File: src/rtl/wb_cmd_master_if.sv
// Command/response handshake and Wishbone B4 classic bus bundle for wb_cmd_master.
// The master modport is the command master's view; slave is the view of whoever surrounds it.
interface wb_cmd_master_if #(
    parameter int ADDR_W = 32,
    parameter int DATA_W = 32
);
    logic              cmd_valid;
    logic              cmd_ready;
    logic              cmd_we;
    logic [ADDR_W-1:0] cmd_adr;
    logic [DATA_W-1:0] cmd_dat;

    logic              rsp_valid;
    logic              rsp_ready;
    logic [DATA_W-1:0] rsp_dat;
    logic [1:0]        rsp_status;

    logic [ADDR_W-1:0] wb_adr_o;
    logic [DATA_W-1:0] wb_dat_o;
    logic              wb_we_o;
    logic              wb_cyc_o;
    logic              wb_stb_o;
    logic [2:0]        wb_cti_o;
    logic [1:0]        wb_bte_o;
    logic [DATA_W-1:0] wb_dat_i;
    logic              wb_ack_i;
    logic              wb_err_i;
    logic              wb_rty_i;

    modport master (
        input  cmd_valid, cmd_we, cmd_adr, cmd_dat, rsp_ready,
        input  wb_dat_i, wb_ack_i, wb_err_i, wb_rty_i,
        output cmd_ready, rsp_valid, rsp_dat, rsp_status,
        output wb_adr_o, wb_dat_o, wb_we_o, wb_cyc_o, wb_stb_o, wb_cti_o, wb_bte_o
    );

    modport slave (
        output cmd_valid, cmd_we, cmd_adr, cmd_dat, rsp_ready,
        output wb_dat_i, wb_ack_i, wb_err_i, wb_rty_i,
        input  cmd_ready, rsp_valid, rsp_dat, rsp_status,
        input  wb_adr_o, wb_dat_o, wb_we_o, wb_cyc_o, wb_stb_o, wb_cti_o, wb_bte_o
    );
endinterface

File: src/rtl/wb_cmd_master.sv
// Single-outstanding Wishbone classic master: turns one command into a bus cycle with
// retry backoff and optional timeout, then holds the response until it is consumed.
module wb_cmd_master #(
    parameter int ADDR_W    = 32,
    parameter int DATA_W    = 32,
    parameter int TIMEOUT   = 255,
    parameter int MAX_RETRY = 3
) (
    input  logic            wb_clk,
    input  logic            wb_rst_n,
    wb_cmd_master_if.master bus
);
    localparam int TMO_W = (TIMEOUT > 0) ? $clog2(TIMEOUT + 1) : 1;
    localparam int RTY_W = (MAX_RETRY > 0) ? $clog2(MAX_RETRY + 1) : 1;
    localparam logic [TMO_W-1:0] TMO_MAX = TMO_W'(TIMEOUT);
    localparam logic [RTY_W-1:0] RTY_MAX = RTY_W'(MAX_RETRY);

    localparam logic [1:0] STATUS_OK  = 2'b00;
    localparam logic [1:0] STATUS_ERR = 2'b01;
    localparam logic [1:0] STATUS_RTY = 2'b10;
    localparam logic [1:0] STATUS_TMO = 2'b11;

    typedef enum logic [1:0] {StIdle, StBus, StBackoff, StResp} state_e;

    state_e            state_q, state_d;
    logic              cmd_ready_q, cmd_ready_d;
    logic [ADDR_W-1:0] adr_q, adr_d;
    logic [DATA_W-1:0] dat_q, dat_d;
    logic              we_q, we_d;
    logic              cyc_q, cyc_d;
    logic              rsp_valid_q, rsp_valid_d;
    logic [DATA_W-1:0] rsp_dat_q, rsp_dat_d;
    logic [1:0]        rsp_status_q, rsp_status_d;
    logic [TMO_W-1:0]  tmo_cnt_q, tmo_cnt_d;
    logic [RTY_W-1:0]  rty_cnt_q, rty_cnt_d;
    logic [TMO_W-1:0]  tmo_inc;

    always_comb begin
        state_d      = state_q;
        adr_d        = adr_q;
        dat_d        = dat_q;
        we_d         = we_q;
        rsp_dat_d    = rsp_dat_q;
        rsp_status_d = rsp_status_q;
        tmo_cnt_d    = tmo_cnt_q;
        rty_cnt_d    = rty_cnt_q;
        tmo_inc      = (tmo_cnt_q == TMO_MAX) ? tmo_cnt_q : tmo_cnt_q + 1'b1;

        unique case (state_q)
            StIdle: begin
                if (bus.cmd_valid && cmd_ready_q) begin
                    state_d   = StBus;
                    adr_d     = bus.cmd_adr;
                    dat_d     = bus.cmd_dat;
                    we_d      = bus.cmd_we;
                    tmo_cnt_d = '0;
                    rty_cnt_d = '0;
                end
            end
            StBus: begin
                // Terminations take priority over a timeout landing in the same cycle.
                if (bus.wb_ack_i) begin
                    state_d      = StResp;
                    rsp_dat_d    = we_q ? '0 : bus.wb_dat_i;
                    rsp_status_d = STATUS_OK;
                end else if (bus.wb_err_i) begin
                    state_d      = StResp;
                    rsp_dat_d    = '0;
                    rsp_status_d = STATUS_ERR;
                end else if (bus.wb_rty_i) begin
                    if (rty_cnt_q < RTY_MAX) begin
                        state_d   = StBackoff;
                        rty_cnt_d = rty_cnt_q + 1'b1;
                    end else begin
                        state_d      = StResp;
                        rsp_dat_d    = '0;
                        rsp_status_d = STATUS_RTY;
                    end
                end else if (TIMEOUT > 0) begin
                    tmo_cnt_d = tmo_inc;
                    if (tmo_inc == TMO_MAX) begin
                        state_d      = StResp;
                        rsp_dat_d    = '0;
                        rsp_status_d = STATUS_TMO;
                    end
                end
            end
            StBackoff: begin
                state_d   = StBus;
                tmo_cnt_d = '0;
            end
            StResp: begin
                if (bus.rsp_ready) begin
                    state_d = StIdle;
                end
            end
            default: state_d = StIdle;
        endcase

        // Handshake/bus strobes are registered copies of the next state.
        cmd_ready_d = (state_d == StIdle);
        cyc_d       = (state_d == StBus);
        rsp_valid_d = (state_d == StResp);
    end

    always_ff @(posedge wb_clk or negedge wb_rst_n) begin
        if (!wb_rst_n) begin
            state_q      <= StIdle;
            cmd_ready_q  <= 1'b0;
            adr_q        <= '0;
            dat_q        <= '0;
            we_q         <= 1'b0;
            cyc_q        <= 1'b0;
            rsp_valid_q  <= 1'b0;
            rsp_dat_q    <= '0;
            rsp_status_q <= STATUS_OK;
            tmo_cnt_q    <= '0;
            rty_cnt_q    <= '0;
        end else begin
            state_q      <= state_d;
            cmd_ready_q  <= cmd_ready_d;
            adr_q        <= adr_d;
            dat_q        <= dat_d;
            we_q         <= we_d;
            cyc_q        <= cyc_d;
            rsp_valid_q  <= rsp_valid_d;
            rsp_dat_q    <= rsp_dat_d;
            rsp_status_q <= rsp_status_d;
            tmo_cnt_q    <= tmo_cnt_d;
            rty_cnt_q    <= rty_cnt_d;
        end
    end

    assign bus.cmd_ready  = cmd_ready_q;
    assign bus.rsp_valid  = rsp_valid_q;
    assign bus.rsp_dat    = rsp_dat_q;
    assign bus.rsp_status = rsp_status_q;
    assign bus.wb_adr_o   = adr_q;
    assign bus.wb_dat_o   = dat_q;
    assign bus.wb_we_o    = we_q;
    assign bus.wb_cyc_o   = cyc_q;
    assign bus.wb_stb_o   = cyc_q;
    assign bus.wb_cti_o   = 3'b000;
    assign bus.wb_bte_o   = 2'b00;
endmodule

File: src/flat_wrapper.sv
// flat-port wrapper written by rule: the top's interface ports become plain ports
module wb_cmd_master_flat 
#(
    parameter int ADDR_W    = 32,
    parameter int DATA_W    = 32,
    parameter int TIMEOUT   = 255,
    parameter int MAX_RETRY = 3
)
  (wb_clk, wb_rst_n, bus_cmd_valid, bus_cmd_we, bus_cmd_adr, bus_cmd_dat, bus_rsp_ready, bus_wb_dat_i, bus_wb_ack_i, bus_wb_err_i, bus_wb_rty_i, bus_cmd_ready, bus_rsp_valid, bus_rsp_dat, bus_rsp_status, bus_wb_adr_o, bus_wb_dat_o, bus_wb_we_o, bus_wb_cyc_o, bus_wb_stb_o, bus_wb_cti_o, bus_wb_bte_o);
  wb_cmd_master_if #(.ADDR_W(ADDR_W), .DATA_W(DATA_W)) bus_i ();
  input  logic wb_clk;
  input  logic wb_rst_n;
  input wire logic [$bits(bus_i.cmd_valid)-1:0] bus_cmd_valid;
  input wire logic [$bits(bus_i.cmd_we)-1:0] bus_cmd_we;
  input wire logic [$bits(bus_i.cmd_adr)-1:0] bus_cmd_adr;
  input wire logic [$bits(bus_i.cmd_dat)-1:0] bus_cmd_dat;
  input wire logic [$bits(bus_i.rsp_ready)-1:0] bus_rsp_ready;
  input wire logic [$bits(bus_i.wb_dat_i)-1:0] bus_wb_dat_i;
  input wire logic [$bits(bus_i.wb_ack_i)-1:0] bus_wb_ack_i;
  input wire logic [$bits(bus_i.wb_err_i)-1:0] bus_wb_err_i;
  input wire logic [$bits(bus_i.wb_rty_i)-1:0] bus_wb_rty_i;
  output wire logic [$bits(bus_i.cmd_ready)-1:0] bus_cmd_ready;
  output wire logic [$bits(bus_i.rsp_valid)-1:0] bus_rsp_valid;
  output wire logic [$bits(bus_i.rsp_dat)-1:0] bus_rsp_dat;
  output wire logic [$bits(bus_i.rsp_status)-1:0] bus_rsp_status;
  output wire logic [$bits(bus_i.wb_adr_o)-1:0] bus_wb_adr_o;
  output wire logic [$bits(bus_i.wb_dat_o)-1:0] bus_wb_dat_o;
  output wire logic [$bits(bus_i.wb_we_o)-1:0] bus_wb_we_o;
  output wire logic [$bits(bus_i.wb_cyc_o)-1:0] bus_wb_cyc_o;
  output wire logic [$bits(bus_i.wb_stb_o)-1:0] bus_wb_stb_o;
  output wire logic [$bits(bus_i.wb_cti_o)-1:0] bus_wb_cti_o;
  output wire logic [$bits(bus_i.wb_bte_o)-1:0] bus_wb_bte_o;
  assign bus_i.cmd_valid = bus_cmd_valid;
  assign bus_i.cmd_we = bus_cmd_we;
  assign bus_i.cmd_adr = bus_cmd_adr;
  assign bus_i.cmd_dat = bus_cmd_dat;
  assign bus_i.rsp_ready = bus_rsp_ready;
  assign bus_i.wb_dat_i = bus_wb_dat_i;
  assign bus_i.wb_ack_i = bus_wb_ack_i;
  assign bus_i.wb_err_i = bus_wb_err_i;
  assign bus_i.wb_rty_i = bus_wb_rty_i;
  assign bus_cmd_ready = bus_i.cmd_ready;
  assign bus_rsp_valid = bus_i.rsp_valid;
  assign bus_rsp_dat = bus_i.rsp_dat;
  assign bus_rsp_status = bus_i.rsp_status;
  assign bus_wb_adr_o = bus_i.wb_adr_o;
  assign bus_wb_dat_o = bus_i.wb_dat_o;
  assign bus_wb_we_o = bus_i.wb_we_o;
  assign bus_wb_cyc_o = bus_i.wb_cyc_o;
  assign bus_wb_stb_o = bus_i.wb_stb_o;
  assign bus_wb_cti_o = bus_i.wb_cti_o;
  assign bus_wb_bte_o = bus_i.wb_bte_o;
  wb_cmd_master #(.ADDR_W(ADDR_W), .DATA_W(DATA_W), .TIMEOUT(TIMEOUT), .MAX_RETRY(MAX_RETRY)) u_core (.wb_clk(wb_clk), .wb_rst_n(wb_rst_n), .bus(bus_i));
endmodule
File: config.mk
export PLATFORM = sky130hd
export DESIGN_NAME = wb_cmd_master_flat
export DESIGN_NICKNAME = d
export VERILOG_FILES = /design/src/rtl/wb_cmd_master_if.sv /design/src/rtl/wb_cmd_master.sv /design/src/flat_wrapper.sv
export SDC_FILE = /design/constraint.sdc
export NUM_CORES = 1
export LEC_CHECK = 0
export ABC_AREA = 1
export BUFFER_PORTS_ARGS = -buffer_cell sky130_fd_sc_hd__buf_2
export CORE_UTILIZATION = 47
export CTS_BUF_LIST = sky130_fd_sc_hd__clkbuf_4 sky130_fd_sc_hd__clkbuf_8 sky130_fd_sc_hd__clkbuf_16
export DETAILED_ROUTE_END_ITERATION = 12
export PLACE_DENSITY_LB_ADDON = 0.1
export SETUP_SLACK_MARGIN = 0.3
export SLEW_MARGIN = 20
export SYNTH_ARGS = -nofsm -noshare
export SYNTH_HDL_FRONTEND = slang
export SYNTH_SLANG_ARGS = --single-unit
export TNS_END_PERCENT = 5
File: constraint.sdc
create_clock -name wb_clk -period 2.8 [get_ports wb_clk]
set_clock_uncertainty 0.2 [all_clocks]
set_input_delay 0.56 -clock wb_clk [delete_from_list [all_inputs] [get_ports wb_clk]]
set_output_delay 0.56 -clock wb_clk [all_outputs]
set_load 0.01 [all_outputs]
==> results.py <==
metrics = {
    "finish": {
        "syn2layout_area_growth_pct": 36.3,
        "drive_gt1_share_pct": 32.3,
        "n_antenna_cell": 0,
        "finish.instance_area_um2": 6530,
        "nets": 876,
    },
    "worst_setup_path": {
        "critPathBufInv": 1,
        "critPathLaunchType": "flip-flop",
        "cpMaxStageDelayCell": "dfrtp_1",
        "critPathMaxFanout": 34,
        "cp_common_cell": "nand2_1",
        "crit_type": "flip-flop to flip-flop",
        "critPathArrivalTime_ps": 2410,
        "r2r_setup_slack_ps": 580,
        "timing.rr.end": "u_core.bus.rsp_dat[22]$_DFFE_PN0P_",
        "r2r_start": "u_core.tmo_cnt_q[0]$_DFFE_PN0P_",
        "crit_chain": "ha_1, nand3_1, inv_1, nand2_1, nand2_1, nand2_1, nand2_1, nor2_1, nand2_1, nand3_2, nand2_8, nand2_1, nand2_1",
        "cp_slowest_stage_delay_ps": 410,
        "cp.required_ps": 2990,
        "crit_path_end_kind": "flip-flop",
        "cp_top_family": "simple AND/OR/NAND/NOR gates",
        "rr_worst_depth": 13,
    },
    "pwr": {
        "seqPwrFrac_pct": 37.5,
        "combPwrFrac_pct": 32.8,
        "power.density_nw_per_um2": 1090,
        "peakVddDrop_uv": 513,
        "intPower_mw": 4.61,
        "clockPowerShare_pct": 29.7,
        "leakage_nw": 3.82,
        "p_switching_mw": 2.50,
        "swShare_pct": 35.2,
    },
    "floorplanning": {
        "die_x_um": 103,
        "die_area_um2": 10600,
        "io_pins": 212,
        "num_rows": 36,
        "coreArea_um2": 9820,
        "initial_utilization_pct": 48.8,
        "die_h_um": 103,
    },
    "timing": {
        "setup_tns_ps": 0,
        "rsz0062_at_grt": "false",
        "finalMaxSlewViolations": 0,
        "layout_min_cycle_time_ps": 2220,
        "worstMarginPinSlew_ps": 591,
        "hold_viol": 0,
        "fmax_mhz": 451,
        "min_period_over_period_pct": 79.2,
        "setup_viol": 0,
        "slew_headroom_pct": 60.6,
    },
    "clock_network": {
        "cts_tree": "yes",
        "htreeDepth": 4,
        "path_clk_slew_ps": 60,
        "cts.sinks": 114,
        "clockRootBuffer": "clkbuf_8",
        "clock_latency_ps": 500,
        "cts_made_buffers": 17,
        "clock_path_buffers": 2,
    },
    "drt": {
        "wl_per_cell_um": 13.5,
        "drtIter0Drc": 179,
        "vias": 4454,
        "wl_um": 12300,
        "first_pass_iters": 5,
        "drc": 0,
        "via_per_inst": 4.88,
        "ant_nets": 0,
    },
    "hold_path": {
        "worstHoldStart": "bus_cmd_adr[19]",
        "hold_class": "input pin to flip-flop",
        "hold_path_end": "u_core.bus.wb_adr_o[19]$_DFFE_PN0P_",
        "whs_path_depth": 3,
    },
    "flow_run": {
        "maxCapViolations": 0,
    },
    "yosys": {
        "syn_inst": 565,
        "netlist_area_um2": 4790,
        "async_flop_share_pct": 100,
        "ys.flop_type": "dfrtp_1",
        "yosys.cell_types.count": 25,
        "synth_edf_count": 0,
        "seq_area_frac_synth_pct": 59.6,
        "ys_warn_count": 0,
        "avgSynthCellArea_um2": 8.47,
        "ys_seq_elements": 114,
    },
    "place": {
        "post_dp_cell_area_um2": 5930,
        "io_buffers": 206,
        "hpwlAfterDp_um": 8410,
        "gp_congestion": 0.864,
    },
    "grt": {
        "grt_pass1_wl_um": 19300,
        "grt_max_degree": 67,
        "grt_usage_pct": 24.1,
        "antenna_found_initial": 0,
        "grt_pass1_vias": 4135,
        "overflow": 0,
    },
    "status": {
        "status": "complete, no violations",
    },
}
## flip-flops by register name, indices dropped and copies added, names as in the netlist, 2 cells and up
| register | count |
|---|---|
| u_core.bus.rsp_dat | 32 |
| u_core.bus.rsp_status | 2 |
| u_core.bus.wb_adr_o | 32 |
| u_core.bus.wb_dat_o | 32 |
| u_core.rty_cnt_q | 2 |
| u_core.state_q | 2 |
| u_core.tmo_cnt_q | 8 |
## logic make-up after synthesis
logic type	count (synthesis)	synth area share, %
fa+ha+maj	2	0.523
other cells	1	0.0783
flops	114	59.6
simple gates	370	31.8
buf+inv	57	5.57
compound gates	21	2.48
## worst max-delay path by stage
stage,startpoint,end,depth (start not counted)
5_1_grt,u_core.tmo_cnt_q[1]$_DFFE_PN0P_,u_core.bus.rsp_dat[22]$_DFFE_PN0P_,12
3_3_place_gp,u_core.tmo_cnt_q[0]$_DFFE_PN0P_,u_core.bus.rsp_dat[27]$_DFFE_PN0P_,11
3_5_place_dp,u_core.tmo_cnt_q[0]$_DFFE_PN0P_,u_core.bus.rsp_dat[9]$_DFFE_PN0P_,11
6_report,u_core.tmo_cnt_q[0]$_DFFE_PN0P_,u_core.bus.rsp_dat[22]$_DFFE_PN0P_,13
4_1_cts,u_core.tmo_cnt_q[0]$_DFFE_PN0P_,u_core.bus.rsp_dat[22]$_DFFE_PN0P_,13
2_1_floorplan,u_core.tmo_cnt_q[0]$_DFFE_PN0P_,u_core.bus.rsp_dat[10]$_DFFE_PN0P_,12
## tightest hold or removal path, cell delays in order
cell and delay [ps]:
buf_2 80, nand2_1 40, nand2_1 50
## metal layers
layer / track usage, % / vias up / wire (um)
met1: 27.8 / 2071 / 5010
met5: 0 / - / 0
li1: - / 2185 / -
met2: 39.6 / 171 / 6010
met3: 9.83 / 27 / 975
met4: 10.7 / 0 / 280
## power groups by stage
| stage | clock (mW) | combinational, mW | sequential (mW) |
|---|---|---|---|
| floorplan | 0 | 1.05 | 2.95 |
| detailed placement | 0 | 2.35 | 2.66 |
| global route | 2.23 | 2.65 | 2.75 |
| CTS | 2.16 | 2.35 | 2.66 |
| finish | 2.11 | 2.33 | 2.66 |
| global placement | 0 | 2.28 | 2.65 |
## cells in the mapped netlist (2+ instances only)
master | instances | area [um^2]
o21ai_0 | 11 | 55.1
dfrtp_1 | 114 | 2850
ha_1 | 2 | 25.0
a21oi_1 | 2 | 10.0
buf_2 | 6 | 30.0
nand3_1 | 15 | 75.1
clkbuf_1 | 17 | 63.8
nand2_1 | 298 | 1120
nor2_2 | 3 | 18.8
inv_1 | 23 | 86.3
o22ai_1 | 5 | 31.3
nor3_1 | 2 | 10.0
buf_6 | 3 | 33.8
nand4_1 | 34 | 213
inv_2 | 2 | 7.51
buf_4 | 6 | 45.0
nor2_1 | 14 | 52.6
## layout make-up
type	instances	area, um^2
Sequential cell	114	2850
Timing Repair Buffer	214	1130
Multi-Input combinational cell	398	1700
Clock buffer	23	478
Fill cell	861	3290
Tap cell	133	166
Inverter	25	93.8
Clock inverter	6	105
## cell usage in the layout, fill, tap and decap left out, drive strengths merged
cell	instances
ha	2
o21a	1
bufinv	3
nand3	16
o22ai	5
a211oi	1
inv	25
nor3	2
or2	1
clkinv	3
conb	5
nand2	300
o21bai	1
o21ai	11
buf	213
dfrtp	114
dlygate4sd3	1
a21oi	2
nand4	34
nor2	17
clkbuf	23
## metrics by stage
stage          cells  power (mW)  utilization (%)  hold WS, ps  setup WS (ps)
3_3_place_gp     883        4.93             60.3          248            686
3_5_place_dp     883        5.01             60.3          253            621
4_1_cts          913        7.17             66.4         33.6            538
6_report         913        7.11             66.5         46.6            583
5_1_grt          913        7.62             66.5         24.3            325
2_1_floorplan    569        4.01                -         64.4            863
## what timing repair did
action | in CTS | in global routing
endpoints found under the setup margin | 0 | 8
hold buffers | 1 | 0
gates resized for setup | 0 | 1
setup buffers | 0 | 0
endpoints found under the hold margin | 41 | 0
Note: power is estimated with default switching activity, not from simulation.
